**src/rtl/unified_mem_arbiter.sv**
```systemverilog
// ---------------------------------------------------------------------------
// unified_mem_arbiter
//
// Shares a single byte-wide, asynchronous-read memory between the core's
// instruction-fetch port and its load/store data port. Each granted request
// becomes a 4-byte big-endian word transfer: byte k at (base + k) maps to
// word bits [31-8k : 24-8k]. Addresses wrap modulo 2^AW.
//
// Sequence per transaction: IDLE (grant) -> 4 x XFER (one byte each) -> DONE.
// Simultaneous requests alternate, starting with the data port after reset.
//
// Ports:
//   clk, rst_n           clock (rising edge), asynchronous active-low reset
//   if_req/if_addr       fetch request and byte base address (held to done)
//   if_rdata/if_done     fetched word (held) and one-cycle completion pulse
//   d_req/d_we/d_addr/d_wdata  data request, store flag, address, store word
//   d_rdata/d_done       loaded word (held) and one-cycle completion pulse
//   mem_addr/mem_we/mem_wdata  byte address, write enable, write byte
//   mem_rdata            combinational read byte for mem_addr
//   busy                 high whenever the arbiter is not idle
// ---------------------------------------------------------------------------
module unified_mem_arbiter #(
    parameter int AW = 5
) (
    input  logic          clk,
    input  logic          rst_n,
    input  logic          if_req,
    input  logic [AW-1:0] if_addr,
    output logic [31:0]   if_rdata,
    output logic          if_done,
    input  logic          d_req,
    input  logic          d_we,
    input  logic [AW-1:0] d_addr,
    input  logic [31:0]   d_wdata,
    output logic [31:0]   d_rdata,
    output logic          d_done,
    output logic [AW-1:0] mem_addr,
    output logic          mem_we,
    output logic [7:0]    mem_wdata,
    input  logic [7:0]    mem_rdata,
    output logic          busy
);

    localparam logic [1:0] S_IDLE = 2'd0;
    localparam logic [1:0] S_XFER = 2'd1;
    localparam logic [1:0] S_DONE = 2'd2;

    localparam logic OWN_FETCH = 1'b0;
    localparam logic OWN_DATA  = 1'b1;

    logic [1:0]    state_reg;
    logic [1:0]    cnt_reg;
    logic          owner_reg;
    logic          last_grant_reg;
    logic [AW-1:0] base_reg;
    logic          we_reg;
    logic [31:0]   wdata_reg;
    logic [31:0]   shadow_reg;
    logic [31:0]   shadow_next;
    logic [31:0]   if_rdata_reg;
    logic [31:0]   d_rdata_reg;

    logic          grant_valid;
    logic          grant_data;
    logic [1:0]    lane_sel;
    logic [7:0]    wdata_lane [4];

    // Data wins when it is the only requester, or on a tie when fetch was
    // served last.
    assign grant_valid = if_req | d_req;
    assign grant_data  = d_req & (~if_req | (last_grant_reg == OWN_FETCH));

    // Byte cnt sits in lane 3-cnt (big-endian: byte 0 is the MSB lane).
    assign lane_sel = 2'd3 - cnt_reg;

    generate
        for (genvar gi = 0; gi < 4; gi++) begin : g_lane
            assign wdata_lane[gi] = wdata_reg[8*gi +: 8];
        end
    endgenerate

    // Shadow word with the current read byte merged in; used both for the
    // per-byte capture and to publish the complete word on the final byte.
    always_comb begin
        shadow_next = shadow_reg;
        shadow_next[{lane_sel, 3'b000} +: 8] = mem_rdata;
    end

    always_ff @(posedge clk or negedge rst_n) begin
        if (!rst_n) begin
            state_reg      <= S_IDLE;
            cnt_reg        <= 2'd0;
            owner_reg      <= OWN_FETCH;
            last_grant_reg <= OWN_FETCH;
            base_reg       <= '0;
            we_reg         <= 1'b0;
            wdata_reg      <= 32'd0;
            shadow_reg     <= 32'd0;
            if_rdata_reg   <= 32'd0;
            d_rdata_reg    <= 32'd0;
        end else begin
            case (state_reg)
                S_IDLE: begin
                    if (grant_valid) begin
                        owner_reg      <= grant_data;
                        last_grant_reg <= grant_data;
                        base_reg       <= grant_data ? d_addr : if_addr;
                        we_reg         <= grant_data & d_we;
                        wdata_reg      <= d_wdata;
                        cnt_reg        <= 2'd0;
                        state_reg      <= S_XFER;
                    end
                end
                S_XFER: begin
                    if (!we_reg) begin
                        shadow_reg <= shadow_next;
                    end
                    cnt_reg <= cnt_reg + 2'd1;
                    if (cnt_reg == 2'd3) begin
                        state_reg <= S_DONE;
                        // Publish on the same edge that captures the last
                        // byte so rdata is valid for the whole DONE cycle.
                        if (!we_reg) begin
                            if (owner_reg == OWN_DATA) begin
                                d_rdata_reg <= shadow_next;
                            end else begin
                                if_rdata_reg <= shadow_next;
                            end
                        end
                    end
                end
                S_DONE: begin
                    state_reg <= S_IDLE;
                end
                default: begin
                    state_reg <= S_IDLE;
                end
            endcase
        end
    end

    // Memory-side outputs are decoded from state so an asynchronous reset
    // drops mem_we immediately.
    always_comb begin
        mem_addr  = '0;
        mem_we    = 1'b0;
        mem_wdata = 8'd0;
        if (state_reg == S_XFER) begin
            mem_addr = base_reg + AW'(cnt_reg);
            if (we_reg) begin
                mem_we    = 1'b1;
                mem_wdata = wdata_lane[lane_sel];
            end
        end
    end

    assign if_done  = (state_reg == S_DONE) && (owner_reg == OWN_FETCH);
    assign d_done   = (state_reg == S_DONE) && (owner_reg == OWN_DATA);
    assign busy     = (state_reg != S_IDLE);
    assign if_rdata = if_rdata_reg;
    assign d_rdata  = d_rdata_reg;

endmodule
```
**config.mk**
```make
export PLATFORM = sky130hd
export DESIGN_NAME = unified_mem_arbiter
export DESIGN_NICKNAME = d
export VERILOG_FILES = /design/src/rtl/unified_mem_arbiter.sv
export SDC_FILE = /design/constraint.sdc
export NUM_CORES = 1
export LEC_CHECK = 0
export CAP_MARGIN = 10
export CORE_UTILIZATION = 50
export DETAILED_ROUTE_END_ITERATION = 6
export GPL_ROUTABILITY_DRIVEN = 0
export MAX_ROUTING_LAYER = met4
export PLACE_DENSITY_LB_ADDON = 0.15
export REMOVE_ABC_BUFFERS = 1
export SLEW_MARGIN = 10
export SYNTH_ARGS = -nofsm -noshare
export SYNTH_HDL_FRONTEND = slang
export SYNTH_SLANG_ARGS = --single-unit
export TNS_END_PERCENT = 1
```
**constraint.sdc**
```tcl
create_clock -name clk -period 2.5 [get_ports clk]
set_input_delay 0.5 -clock clk [delete_from_list [all_inputs] [get_ports clk]]
set_output_delay 0.5 -clock clk [all_outputs]
set_load 0.02 [all_outputs]
```
==> qor.csv <==
stage,metric,value,unit
cells_and_area,Ant. Diodes,0,
clock_tree,CTS tree,done,
global_route,All-Layer GR Usage,25.0,%
synth,Synth warnings,0,
synth,most common flop cell mapped by yosys,dfrtp_1,
placed_design,Post-Place Cell Area,7670,um2
cells_and_area,number of fillers in the final layout,900,
detailed_routing,Final ANT Viol Nets,0,
clock_tree,Clock transition at path regs,0.06,ns
power,power per cell area,1360,nW/um2
setup_path,Setup CP Type,register to output port,
synth,sequential area share after synthesis,56.6,%
die,Die W,113,um
setup_path,crit path DAT,2.00,ns
global_route,initial antenna violation count,0,
clock_tree,setup bufs post-CTS,0,
setup_path,slowest CP cell,dfrtp_1,
sta,setup TNS,-0.00359,ns
setup_path,critical path endpoint category,output port,
detailed_routing,# DRC,0,
placed_design,Buffers on Ports,135,
die,die area,12700,um2
cells_and_area,Nets,651,
setup_path,startpoint type of the worst setup path,register,
setup_path,r2r worst-path depth,3,
sta,setup ws final,-0.00359,ns
synth,Mapped Cells,445,
sta,Max Slew Vio Count,0,
clock_tree,clock root cell,clkbuf_16,
sta,fin crit period,2.50,ns
sta,Max Fclk,399,MHz
cells_and_area,fin area,8290,um2
detailed_routing,drt wl/cell,18.8,um
cells_and_area,fin util,69.0,%
sta,RSZ-0062 raised after global routing,yes,
setup_path,Required @ worst endpoint,2.00,ns
detailed_routing,total routed wirelength,14100,um
setup_path,family with the most delay on the worst path,adder cells,
power,Leak,3.70,nW
global_route,gr ovfl total,0,
detailed_routing,Iter 0 DRT Violations,300,
cells_and_area,"commonest non-fill, non-tap cells in the layout","138 x dfrtp_1, 120 x clkdlybuf4s50_1, 54 x mux2_1",
clock_tree,H-Tree Depth,4,
job,Max-Cap Viols,0,
run_status,status,"finished, violations left",
sta,Slew headroom,24.4,%
detailed_routing,first drt pass iteration count,4,
setup_path,worst path cell trace,"ha_2, inv_2, fa_2, or3_1, a21oi_2, buf_4",
die,initial core utilization,51.1,%
die,I/O pins,136,
global_route,pin count of the biggest net entering global routing,52,
sta,part of the cycle the worst path needs,100,%
detailed_routing,Via Count,4287,
cells_and_area,ratio of cells with drive above 1 in the final layout,16.5,%
clock_tree,Max Root-Sink Buffers,2,
power,worst vdd ir,0.717,mV
clock_tree,CTS buffer count,17,
setup_path,Worst Path Max Fanout,2,
setup_path,Max stage delay on crit path,0.40,ns
sta,final hold vios,0,
global_route,vias in the first global route,4602,
synth,ys async rst share,100,%
cells_and_area,"Cell Count, Final, Fillers Out",748,
synth,unique cell type count in the Yosys netlist,44,
synth,number of synthesized register bits,139,
setup_path,CP bufs+invs,2,
cells_and_area,"commonest non-fill, non-tap cell in the layout",dfrtp_1,
run_status,failing checks,negative setup slack,
placed_design,dpl cells,716,
die,Die Height,113,um
min_path,type of the worst min-delay path,input port to async pin,
clock_tree,clock sinks,139,
synth,"Cell Area, Synth",6140,um2
clock_tree,worst-skew pair later-pin latency,0.41,ns
die,core area,12000,um2
detailed_routing,DR vias/cell,5.73,
global_route,first-pass GRT wire length,23500,um
die,Rows,40,
synth,Avg Inst Size Synth,13.8,um2
placed_design,hpwl dp,9790,um
setup_path,Stages on worst setup path,6,
sta,final setup vio count,1,
sta,Layout Skew,0.00663,ns
sta,worst-margin pin slew,1.13,ns
cells_and_area,area grow syn2layout,34.9,%
synth,number of synthesized flops with an enable pin,0,
[power by group]
part           internal, mW  switching, mW
clock network          1.78          0.920
registers              3.19          0.577
logic                  2.40           2.44
[worst register-to-register path: stages (launching register included)]
cell and delay (ns):
dfrtp_1 0.46, or2_1 0.36, nor2_4 0.90, mux2_1 0.42
[cells by family after synthesis]
| logic type | share of synthesized area (%) |
|---|---|
| flops | 56.6 |
| compound gates | 12.7 |
| mux | 17.2 |
| simple gates | 7.58 |
| buf+inv | 3.97 |
| fa+ha+maj | 1.75 |
| xor+xnor | 0.143 |
[repair_timing]
| item | in CTS | in global routing |
|---|---|---|
| gates resized for setup | 50 | 11 |
| hold buffers | 0 | 0 |
| setup endpoints to repair | 12 | 9 |
| pin swaps | 3 | 0 |
[cell type report]
type | instances | area, um2 | share of cell area (%)
Multi-Input combinational cell | 260 | 2430 | 29.4
Clock buffer | 22 | 484 | 5.84
Inverter | 16 | 60.1 | 0.725
Clock inverter | 10 | 161 | 1.95
Sequential cell | 139 | 3480 | 42.0
Tap cell | 147 | 184 | 2.22
Timing Repair Buffer | 154 | 1490 | 17.9
[synthesized netlist by cell type, drive strengths merged, types with 10 or more instances]
| cell | instances | area share, % |
|---|---|---|
| o32a | 17 | 2.8 |
| buf | 22 | 2.5 |
| and3 | 10 | 1.0 |
| a22o | 32 | 4.6 |
| o21ai | 12 | 0.98 |
| nand2 | 17 | 1.1 |
| nor2b | 17 | 1.7 |
| inv | 16 | 0.98 |
| mux2 | 70 | 14 |
| dfrtp | 139 | 57 |
| o22a | 16 | 2.3 |
[metrics by stage]
stage                     power (mW)  setup slack, ns  hold WS (ns)
after floorplan                 6.57           -0.290         0.204
after global placement          8.49          -0.0675         0.462
after detailed placement        8.67          -0.0614         0.472
after CTS                       11.4          -0.0174        0.0400
after global routing            12.0          -0.0889        0.0495
final                           11.3         -0.00359        0.0262
[path summary, 6_finish.rpt]
check,endpoint,start,slack (ns)
setup reg to reg,wdata_reg[16],state_reg[1],0.23
setup / recovery,mem_addr[4],cnt_reg[0],-0.004
min in group clk,wdata_reg[10],wdata_reg[10],0.48
hold / removal,d_rdata[12],rst_n,0.03
hold reg to reg,wdata_reg[10],wdata_reg[10],0.48
max in group asynchronous,shadow_reg[22],rst_n,1.76
[metal layers]
metal	routed length (um)	vias up	GRT usage, %
met5	0	-	-
met4	201	0	8.00
met3	664	23	6.59
met2	7050	124	40.5
met1	6150	2190	30.6
li1	-	1950	-
Note: power is estimated with default switching activity, not from simulation.
